--- src/rtl/pc_fetch_sequencer.sv ---
// pc_fetch_sequencer
//   Program-counter and instruction-fetch sequencer for MINI_MIPS. It computes the value the
//   external PC register loads every clock. It issues one instruction-memory request per PC
//   and hands the fetched word to decode. It also applies branch/jump redirects, the
//   exception vector, fetch timeouts and halt.
//
// Parameters
//   EXC_VECTOR  PC loaded on exception, misaligned redirect target or fetch timeout
//   TIMEOUT     max cycles imem_req may stay unacknowledged (>= 2)
//
// Ports
//   clk, reset       clock (rising edge), asynchronous active-high reset
//   pc               current PC (PC register output)
//   next_pc          value the PC register loads on the next clk (holds pc by default)
//   imem_req/addr    fetch request and address, held until imem_ack
//   imem_ack/rdata   fetch completion and fetched word
//   instr_valid/instr/instr_pc/instr_ready   decode handshake
//   redirect_valid/redirect_target           taken branch/jump pulse and target
//   exception        1-cycle pulse, vector to EXC_VECTOR
//   halt             stop fetching until reset
//   fetch_err        1-cycle pulse on timeout or misaligned redirect target
//   halted           high once halted

module pc_fetch_sequencer #(
  parameter logic [31:0] EXC_VECTOR = 32'h0000_0080,
  parameter int unsigned TIMEOUT    = 16
) (
  input  logic        clk,
  input  logic        reset,
  input  logic [31:0] pc,
  output logic [31:0] next_pc,
  output logic        imem_req,
  output logic [31:0] imem_addr,
  input  logic        imem_ack,
  input  logic [31:0] imem_rdata,
  output logic        instr_valid,
  output logic [31:0] instr,
  output logic [31:0] instr_pc,
  input  logic        instr_ready,
  input  logic        redirect_valid,
  input  logic [31:0] redirect_target,
  input  logic        exception,
  input  logic        halt,
  output logic        fetch_err,
  output logic        halted
);

  localparam int unsigned   CntW    = (TIMEOUT > 2) ? $clog2(TIMEOUT) : 1;
  localparam logic [CntW-1:0] CntLast = CntW'(TIMEOUT - 1);

  typedef enum logic [1:0] {
    StIdle,
    StFetch,
    StDeliver,
    StHalted
  } state_e;

  state_e          state;
  logic            pending;
  logic [31:0]     pend_tgt;
  logic [CntW-1:0] wait_cnt;

  // Event decode for this cycle. Exception outranks redirect, and a misaligned redirect
  // target is turned into an exception.
  logic        evt;
  logic        evt_misaligned;
  logic [31:0] evt_tgt;
  logic        redir_now;
  logic [31:0] redir_tgt;
  logic        timeout;

  always_comb begin
    evt            = exception | redirect_valid;
    evt_misaligned = redirect_valid & ~exception & (redirect_target[1:0] != 2'b00);
    evt_tgt        = (exception | evt_misaligned) ? EXC_VECTOR : redirect_target;
    // An event arriving in the same cycle as the ack is applied immediately. It also
    // overrides any older pending target.
    redir_now      = pending | evt;
    redir_tgt      = evt ? evt_tgt : pend_tgt;
    timeout        = (wait_cnt == CntLast) & ~imem_ack;
  end

  // Combinational PC steering and request.
  always_comb begin
    next_pc   = pc;
    imem_req  = (state == StFetch);
    imem_addr = pc;
    halted    = (state == StHalted);
    unique case (state)
      StIdle, StDeliver: begin
        if (!halt && evt) next_pc = evt_tgt;
      end
      StFetch: begin
        if (!halt) begin
          if (imem_ack) begin
            next_pc = redir_now ? redir_tgt : pc + 32'd4;
          end else if (timeout) begin
            next_pc = evt ? evt_tgt : EXC_VECTOR;
          end
        end
      end
      default: ;
    endcase
  end

  always_ff @(posedge clk or posedge reset) begin
    if (reset) begin
      state       <= StIdle;
      instr_valid <= 1'b0;
      instr       <= '0;
      instr_pc    <= '0;
      fetch_err   <= 1'b0;
      pending     <= 1'b0;
      pend_tgt    <= '0;
      wait_cnt    <= '0;
    end else begin
      fetch_err <= 1'b0;
      if (halt) begin
        // An outstanding request is abandoned and any late ack is ignored.
        state       <= StHalted;
        instr_valid <= 1'b0;
        pending     <= 1'b0;
        wait_cnt    <= '0;
      end else begin
        unique case (state)
          StIdle: begin
            state       <= StFetch;
            wait_cnt    <= '0;
            instr_valid <= 1'b0;
            fetch_err   <= evt_misaligned;
          end
          StFetch: begin
            if (imem_ack) begin
              wait_cnt  <= '0;
              pending   <= 1'b0;
              fetch_err <= evt_misaligned;
              if (!redir_now) begin
                instr       <= imem_rdata;
                instr_pc    <= pc;
                instr_valid <= 1'b1;
                state       <= StDeliver;
              end
              // With a redirect the data is dropped. The new request goes out next cycle
              // once the PC has loaded the target.
            end else if (timeout) begin
              // Drop the request for one cycle through idle, then fetch at the vector.
              fetch_err <= 1'b1;
              pending   <= 1'b0;
              wait_cnt  <= '0;
              state     <= StIdle;
            end else begin
              wait_cnt <= wait_cnt + CntW'(1);
              if (evt) begin
                pending   <= 1'b1;
                pend_tgt  <= evt_tgt;
                fetch_err <= evt_misaligned;
              end
            end
          end
          StDeliver: begin
            if (evt) begin
              // Squash the instruction even if decode is ready this cycle.
              instr_valid <= 1'b0;
              fetch_err   <= evt_misaligned;
              wait_cnt    <= '0;
              state       <= StFetch;
            end else if (instr_ready) begin
              instr_valid <= 1'b0;
              wait_cnt    <= '0;
              state       <= StFetch;
            end
          end
          StHalted: ;
          default: state <= StIdle;
        endcase
      end
    end
  end

endmodule

--- config.mk ---
export PLATFORM = sky130hd
export DESIGN_NAME = pc_fetch_sequencer
export DESIGN_NICKNAME = d
export VERILOG_FILES = /design/src/rtl/pc_fetch_sequencer.sv
export SDC_FILE = /design/constraint.sdc
export NUM_CORES = 1
export LEC_CHECK = 0
export ABC_AREA = 1
export BUFFER_PORTS_ARGS = -buffer_cell sky130_fd_sc_hd__buf_2
export CAP_MARGIN = 15
export CORE_AREA = 2 2 127 117
export CTS_CLUSTER_DIAMETER = 150
export CTS_CLUSTER_SIZE = 28
export DETAILED_ROUTE_END_ITERATION = 16
export DIE_AREA = 0 0 129 119
export HOLD_SLACK_MARGIN = 0.15
export PLACE_DENSITY_LB_ADDON = 0.2
export RECOVER_POWER = 25
export SETUP_SLACK_MARGIN = 0.02
export SLEW_MARGIN = 20
export SYNTH_ARGS = -nofsm -noshare
export SYNTH_HDL_FRONTEND = slang
export SYNTH_SLANG_ARGS = --single-unit
export TNS_END_PERCENT = 30
--- constraint.sdc ---
create_clock -name clk -period 3.5 [get_ports clk]
set_input_delay 0 -clock clk [delete_from_list [all_inputs] [get_ports clk]]
set_output_delay 0 -clock clk [all_outputs]
set_load 0.005 [all_outputs]
==> flow_summary.ini, run 1 <==
[outcome]
outcome = finished, final reports clean

[critical_path]
worst_ep_arrival_time_ns = 2.93
end_kind = output pin
crit_type = in2out
cp-start-kind = input port
critPathMaxFanout = 20
required_ns = 3.50

[die]
die_x_um = 129
rows = 42
core_area_um2 = 14240
start_util_pct = 50.15
die_height_um = 119
ioPinCount = 235
die_area_um2 = 15350

[power_and_ir_drop]
swShare_pct = 39.40
switchingPower_w = 0.001985
p_leak_nw = 4.873
comb_power_share_pct = 42.0
internal_power_w = 0.003052
ir_drop_v = 0.0003328
seqPwrFrac_pct = 37.9
clkPwrFrac_pct = 20.1
power_density_nw_per_um2 = 534.2

[clock_tree]
clk_pin_slew_ns = 0.08
cts_root_buffer = clkbuf_16
clock_latency_ns = 0.37
cts_resized = 0
numCtsBuffers = 9
cts_tree = built
cts_setup_buffers = 0
htree_levels = 3
cts_buffer_depth = 2
numClockSinks = 105

[finish]
fin_nets = 1455
layout_common_cells = nand2_1, buf_2, inv_1, dfrtp_1, dlygate4sd3_1
design_area_um2 = 9429
drive_gt1_share_pct = 18.08
areaGrowthSynthToFinish_pct = 32.03
final_common_cell = nand2_1
diodes = 0

[synth]
syn_nets = 1176
yosysWarnings = 0
syn_area_um2 = 7142
synth_cell_types = 36
seq_area_frac_synth_pct = 36.79
avgSynthCellArea_um2 = 6.668
yosys_register_bits = 105
netlist_instances = 1071

[global_routing]
grt_pass1_vias = 8073
gr-usage-all-layers_pct = 35.81
overflow = 0
grt_pass1_wl_um = 42350
grt_max_degree = 62
antenna_found_initial = 0

[drt]
drc = 0
route.antenna.remaining_nets = 0
viasPerCell = 5.466
dr.pass1.iters = 6
post_drt_wl_per_cell_um = 17.89
drtIter0Drc = 841
routed_wl_um = 27780
vias = 8488

[place]
gp_congestion = 0.9896
dp_slack_ns = 0.9314
dpl-instance-area_um2 = 8210
io_buffers = 234
dp_hpwl_um = 18820

[timing]
whs_ns = 0.2720
hold_violations = 0
rsz0062_at_grt = false
fin_ws_ns = 0.5728
maxSlewHeadroom_pct = 45.06
worst_slew_pin_slew_ns = 0.8221
max_freq_mhz = 341.6
fin_crit_ns = 2.927
setup-tns-final_ns = 0
finalCritPeriodShare_pct = 83.63
fin_skew_ns = 0.007977
slew_viol_final = 0
setup_viol = 0

[job]
cap_violations = 0

[min_path]
hold_path.class = in2reg
==> synthesized netlist by cell type (all sizes together) <==
library cell / n / area, um2
a22oi: 42 / 315.3
o21a: 2 / 15.01
a32oi: 2 / 17.52
nor3: 6 / 35.03
xor2: 4 / 35.03
inv: 118 / 445.4
o21ai: 92 / 464.2
o22ai: 27 / 168.9
buf: 65 / 431.7
nand2: 378 / 1436
o2111ai: 3 / 26.28
clkinv: 2 / 7.510
nand4: 7 / 43.79
a31oi: 1 / 6.260
a21oi: 47 / 235.2
a21o: 1 / 7.510
clkbuf: 19 / 71.32
o21bai: 1 / 7.510
dfrtp: 105 / 2628
nor2: 97 / 431.7
ha: 2 / 25.02
and2: 1 / 6.260
a22o: 3 / 26.28
o211ai: 10 / 75.07
nand3: 36 / 180.2
==> state kept, by name (all words and copies together) (netlist names) <==
name / cells
fetch_err: 1
instr: 32
instr_pc: 32
instr_valid: 1
pend_tgt: 32
pending: 1
state: 2
wait_cnt: 4
==> per-layer routing <==
metal,global-route usage (%),routed length (um),vias up,part of all wire (%)
li1,-,-,3994,-
met3,10.60,3038,68,11
met5,0,0,-,0
met4,13.86,889,0,3.2
met2,55.85,12400,503,45
met1,46.85,11450,3923,41
==> per-stage QoR <==
stage               std cells  total power (W)  utilization (%)
floorplan                1071         0.003037                -
global placement         1437         0.003896            57.65
detailed placement       1437         0.003940            57.65
CTS                      1553         0.005038            66.72
global route             1553         0.005385            66.21
finish                   1553         0.005037            66.21
==> area by class of cell <==
cell class	instances	area, um2
Fill cell	1268	4812
Multi-Input combinational cell	762	3561
Sequential cell	105	2628
Timing Repair Buffer	352	2247
Inverter	120	455.4
Tap cell	198	247.7
Clock buffer	10	229.0
Clock inverter	6	61.31
==> power by group through the flow <==
| stage | registers, W | logic [W] | clock network (W) |
|---|---|---|---|
| finish | 0.00191 | 0.00211 | 0.00101 |
| CTS | 0.00189 | 0.00212 | 0.00103 |
| global route | 0.00196 | 0.00235 | 0.00108 |
| detailed placement | 0.00192 | 0.00202 | 0 |
| global placement | 0.00190 | 0.00200 | 0 |
| floorplan | 0.00194 | 0.00109 | 0 |
==> repair_timing <==
| action | 4_1_cts | 5_1_grt |
|---|---|---|
| endpoints found under the setup margin | 0 | 0 |
| hold endpoints to repair | 155 | 0 |
| hold buffers | 100 | 0 |
==> cells by family (layout without fill, tap and decap cells) <==
family | after synthesis | in the layout | share of synthesized area, %
AOI/OAI and AO/OA | 231 | 231 | 19.11
xor gates and xnor gates | 4 | 4 | 0.4905
adders and majority gates | 2 | 2 | 0.3503
buffers and inverters | 204 | 488 | 13.38
DFF | 105 | 105 | 36.79
and+or+nand+nor | 525 | 525 | 29.87
==> path summary, 6_finish.rpt <==
path	depth (start not counted)	startpoint	endpoint	slack (ns)
max	11	exception	next_pc[23]	0.57
min	3	redirect_valid	pend_tgt[11]	0.27
max reg2reg	11	state[0]	state[0]	0.98
min reg2reg	2	instr[12]	instr[12]	0.47
max in group asynchronous	4	reset	instr_pc[30]	2.28
min in group asynchronous	3	reset	instr[22]	0.32
==> critical path, cell delays in order <==
cell and delay, ns:
dlygate4sd3_1 0.53, buf_2 0.14, nor2_2 0.42, nand2_1 0.19, buf_4 0.24, nand2_1 0.58, o21ai_0 0.16, a22oi_1 0.18
a21oi_1 0.09, o21ai_0 0.23, buf_2 0.17
Note: power is estimated with default switching activity, not from simulation.
==> run 2, diff against run 1 <==
==> constraint.sdc (replaced) <==
create_clock -name clk -period 2.9 [get_ports clk]
set_input_delay 0 -clock clk [delete_from_list [all_inputs] [get_ports clk]]
set_output_delay 0 -clock clk [all_outputs]
set_load 0.005 [all_outputs]
==> flow_summary.ini, run 2 (synthesized netlist as in run 1, its figures left out) <==
[critical_path]
critPathMaxStageDelay_ns = 0.44
critPathMaxFanout = 15
cp_slowest_cell = inv_1
worst-r2r-cell-count = 10
worst-path-buf-inv = 3
required_ns = 2.90
path_cells = ha_1 > nand2_1 > inv_1 > nand2_2 > nor2_4 > inv_1 > o21ai_0 > a22oi_1 > a21oi_1 > o21ai_0 > buf_2
end_kind = output pin
worst_ep_arrival_time_ns = 2.67
worst_path_dominant_cell_family = compound AO/OA/AOI/OAI gates
path_depth = 11
crit_type = reg2out
cp-start-kind = flop

[global_routing]
grt_pass1_vias = 7922
gr-usage-all-layers_pct = 35.56
overflow = 0
grt_max_degree = 64
grt_pass1_wl_um = 42320
antenna_found_initial = 0

[timing]
rsz0062_at_grt = false
hold_violations = 0
fin_skew_ns = 0.006715
setup-tns-final_ns = 0
max_freq_mhz = 374.8
whs_ns = 0.1946
fin_ws_ns = 0.2316
worst_slew_pin_slew_ns = 1.854
setup_viol = 0
maxSlewHeadroom_pct = -24.28
fin_crit_ns = 2.668
slew_viol_final = 43
finalCritPeriodShare_pct = 92.01

[clock_tree]
clk_pin_slew_ns = 0.07
cts_root_buffer = clkbuf_16
htree_levels = 3
numCtsBuffers = 9
clock_latency_ns = 0.37
cts_setup_buffers = 0
cts_tree = built
cts_buffer_depth = 2
numClockSinks = 105

[place]
dp_slack_ns = 0.6255
gp_congestion = 0.9780
dp_hpwl_um = 18780
io_buffers = 234

[outcome]
violations = max-capacitance violations, max-slew violations
outcome = finished with violations

[finish]
fin_nets = 1469
fillers = 1292
diodes = 0
layout_common_cells = nand2_1, buf_2, dlygate4sd3_1
multiInputGateArea_um2 = 3561
top_regs = instr x32, instr_pc x32, pend_tgt x32
areaGrowthSynthToFinish_pct = 34.62
drive_gt1_share_pct = 20.76
seq_area_um2 = 2628
final_common_cell = nand2_1

[die]
core_area_um2 = 14240
ioPinCount = 235
start_util_pct = 50.15
rows = 42
die_x_um = 129
die_area_um2 = 15350
die_height_um = 119

[power_and_ir_drop]
ir_drop_v = 0.0004776
power_density_nw_per_um2 = 640.7
p_leak_nw = 5.027

[drt]
drtIter0Drc = 962
route.antenna.remaining_nets = 0
routed_wl_um = 28040
post_drt_wl_per_cell_um = 17.90
vias = 8569
drc = 0
dr.pass1.iters = 6
viasPerCell = 5.472

[min_path]
hold_path.class = in2reg
min_path_cells = 3

[job]
cap_violations = 1
==> run 2: changes by cell type in the layout (fill, tap and decap cells not counted) <==
cell and change:
inv_8 -1, dlygate4sd3_1 +8, buf_4 +5, clkinvlp_2 +1
bufinv_16 +1, clkinv_8 -1, clkinv_4 -1, inv_6 +2
buf_2 +33, buf_12 +1, inv_4 -1, clkbuf_1 -34
==> run 2: worst reg2reg max path, stage by stage (launching register included) <==
cell,delay (ns)
dfrtp_1,0.39
inv_2,0.08
nor2_4,0.10
inv_2,0.22
nor2_2,0.20
inv_2,0.07
nor2_4,0.11
nand2_2,0.26
nor2_4,0.44
buf_4,0.24
o22ai_1,0.08
==> run 2: worst paths after layout <==
kind / startpoint / endpoint / slack [ns]
setup / recovery: wait_cnt[0] / next_pc[23] / 0.23
hold / removal: redirect_valid / pend_tgt[13] / 0.19
setup reg to reg: state[0] / pend_tgt[9] / 0.57
hold reg to reg: instr[13] / instr[13] / 0.47
max in group asynchronous: reset / instr_pc[31] / 1.22
min in group asynchronous: reset / instr[27] / 0.66
==> run 2: metal layers <==
layer | track usage [%] | part of all wire [%] | vias to the layer above
li1 | - | - | 4017
met1 | 47.77 | 40 | 3919
met2 | 56.68 | 45 | 554
met3 | 7.188 | 11 | 79
met4 | 13.32 | 3.1 | 0
met5 | 0 | 0 | -
==> run 2: power breakdown <==
group | internal [W] | total (W) | switching, W | leakage, nW
combinational | 0.00109 | 0.00258 | 0.00149 | 3.52
sequential | 0.00204 | 0.00230 | 0.000262 | 1.36
clock | 0.000676 | 0.00128 | 0.000599 | 0.143
==> run 2: layout make-up <==
cell class                 count  area share (%)
clock buffer                   9           2.343
clock inverter                 6          0.7548
inverter                     120           4.724
multi-input combinational    762           37.04
sequential                   105           27.33
tap                          198           2.577
timing repair buffer         366           25.23
==> run 2: through the flow <==
| stage | instances | util (%) | power, W | cell area (um2) |
|---|---|---|---|---|
| 2_1_floorplan | 1071 | - | 0.003666 | 7142 |
| 3_3_place_gp | 1443 | 58.06 | 0.004688 | 8268 |
| 3_5_place_dp | 1443 | 58.06 | 0.004743 | 8268 |
| 4_1_cts | 1566 | 67.74 | 0.006123 | 9647 |
| 5_1_grt | 1566 | 67.51 | 0.006537 | 9614 |
| 6_report | 1566 | 67.51 | 0.006159 | 9614 |
==> run 2: repair_timing <==
| action | 4_1_cts | 5_1_grt |
|---|---|---|
| hold buffers | 108 | 0 |
| hold endpoints to repair | 138 | 0 |
| gates resized for setup | 0 | 0 |
==> run 3, diff against run 2 <==
--- a/config.mk
+++ b/config.mk
@@ -14,7 +14,7 @@
 export DETAILED_ROUTE_END_ITERATION = 16
 export DIE_AREA = 0 0 129 119
 export HOLD_SLACK_MARGIN = 0.15
-export PLACE_DENSITY_LB_ADDON = 0.2
+export PLACE_DENSITY_LB_ADDON = 0.1
 export RECOVER_POWER = 25
 export SETUP_SLACK_MARGIN = 0.02
 export SLEW_MARGIN = 20
==> flow_summary.ini, run 3 (synthesized netlist as in run 1, its figures left out) <==
[outcome]
outcome = finished, final reports clean

[clock_tree]
cts_root_buffer = clkbuf_16
cts_resized = 0
numCtsBuffers = 9
clk_pin_slew_ns = 0.07
cts_buffer_depth = 2
cts_tree = built
htree_levels = 3
clock_latency_ns = 0.37
numClockSinks = 105

[finish]
drive_gt1_share_pct = 17.87
design_area_um2 = 9462
layout_common_cells = nand2_1, buf_2, inv_1, dfrtp_1, dlygate4sd3_1
top_regs = instr x32, instr_pc x32, pend_tgt x32
instances_no_fill = 1559
fillers = 1296
final_common_cell = nand2_1
fin_nets = 1460
finish.utilization_pct = 66.44
areaGrowthSynthToFinish_pct = 32.48

[timing]
hold_violations = 0
maxSlewHeadroom_pct = 37.60
finalCritPeriodShare_pct = 90.66
rsz0062_at_grt = false
max_freq_mhz = 380.4
setup-tns-final_ns = 0
fin_skew_ns = 0.008104
slew_viol_final = 0
fin_crit_ns = 2.629
fin_ws_ns = 0.2710
worst_slew_pin_slew_ns = 0.9360
setup_viol = 0

[global_routing]
grt_pass1_wl_um = 42630
gr-usage-all-layers_pct = 35.44
grt_max_degree = 72
overflow = 0
grt_pass1_vias = 8245
antenna_found_initial = 1

[die]
die_height_um = 119
die_x_um = 129
core_area_um2 = 14240
die_area_um2 = 15350
ioPinCount = 235
rows = 42
start_util_pct = 50.15

[critical_path]
required_ns = 2.90
critPathLaunch = pc[2]
r2r-end = instr[8]
worst_ep_arrival_time_ns = 2.63
rrSetupSlack_ns = 0.88
path_cells = dlygate4sd3_1 > clkbuf_1 > ha_1 > nand3_1 > inv_2 > nand2_2 > nor2_4 > nand2_2 > nor2_1 > o21ai_0 > nand2_1 > nand2_1 > nand2_1 > nand2_1 > nand2_1 > buf_2
critPathMaxStageDelay_ns = 0.53
critPathMaxFanout = 7
end_kind = output pin
worst-r2r-cell-count = 10
critPathCapture = next_pc[22]
regToRegStartpoint = pending
crit_type = in2out
cp_slowest_cell = dlygate4sd3_1
critPathMostFrequentCell = nand2_1
cp-start-kind = input port

[power_and_ir_drop]
p_leak_nw = 4.868
ir_drop_v = 0.0004224
power_density_nw_per_um2 = 642.3

[drt]
drc = 0
routed_wl_um = 26990
viasPerCell = 5.419
drtIter0Drc = 880
route.antenna.remaining_nets = 0
vias = 8449
dr.pass1.iters = 5
post_drt_wl_per_cell_um = 17.31

[place]
dp_slack_ns = 0.8400
dpl-instance-area_um2 = 8248
io_buffers = 234
gp_congestion = 0.9656
dp_hpwl_um = 18330
dp.cells = 1442

[job]
cap_violations = 0

[min_path]
hold_path.class = in2reg
-- run 3: worst min path at each step --
stage                         from           end  depth (start not counted)
finish                    imem_ack   wait_cnt[1]                          3
global route              imem_ack   wait_cnt[1]                          3
CTS                       imem_ack   wait_cnt[1]                          3
detailed placement  imem_rdata[25]     instr[25]                          3
global placement    imem_rdata[21]     instr[21]                          3
floorplan                    pc[0]  imem_addr[0]                          1
-- run 3: timing repair --
action                     4_1_cts  5_1_grt
hold endpoints to repair       167        0
hold buffers                   100        0
setup endpoints to repair        0        0
buffers inserted                 0        0
-- run 3: final cells by class --
class / count / area, um2 / area share (%)
inverters: 120 / 455.4 / 4.814
clock buffers: 10 / 229.0 / 2.420
well taps: 198 / 247.7 / 2.618
clock inverters: 6 / 62.56 / 0.6612
diodes: 1 / 2.502 / 0.02645
flip-flops and latches: 105 / 2628 / 27.77
repair buffers: 357 / 2276 / 24.05
multi-input cells: 762 / 3561 / 37.64
-- run 3: critical path, delay by kind of cell --
kind | cells | cell delay (ns)
adder cells (fa/ha/maj) | 1 | 0.26
buffers and inverters | 4 | 1.09
AO/OA/AOI/OAI | 1 | 0.14
AND/OR/NAND/NOR | 10 | 1.15
-- run 3: stage by stage --
| step | hold WS, ns | power [W] |
|---|---|---|
| 6_report | 0.2487 | 0.006077 |
| 3_3_place_gp | 0.2014 | 0.004709 |
| 5_1_grt | 0.2599 | 0.006511 |
| 3_5_place_dp | 0.2044 | 0.004753 |
| 2_1_floorplan | 0.08082 | 0.003666 |
| 4_1_cts | 0.2338 | 0.006099 |
-- run 3: routing by layer --
layer	GRT usage [%]	part of all wire [%]	vias to the layer above
met1	46.58	41	3884
met4	14.06	3.3	0
met2	55.39	44	491
met5	0	0	-
li1	-	-	4006
met3	9.748	11	68
-- run 3: power by group --
part | total [W] | internal, W | switching [W]
sequential | 0.00231 | 0.00204 | 0.000273
clock | 0.00123 | 0.000607 | 0.000628
combinational | 0.00253 | 0.00104 | 0.00149
total | 0.00608 | 0.00369 | 0.00239
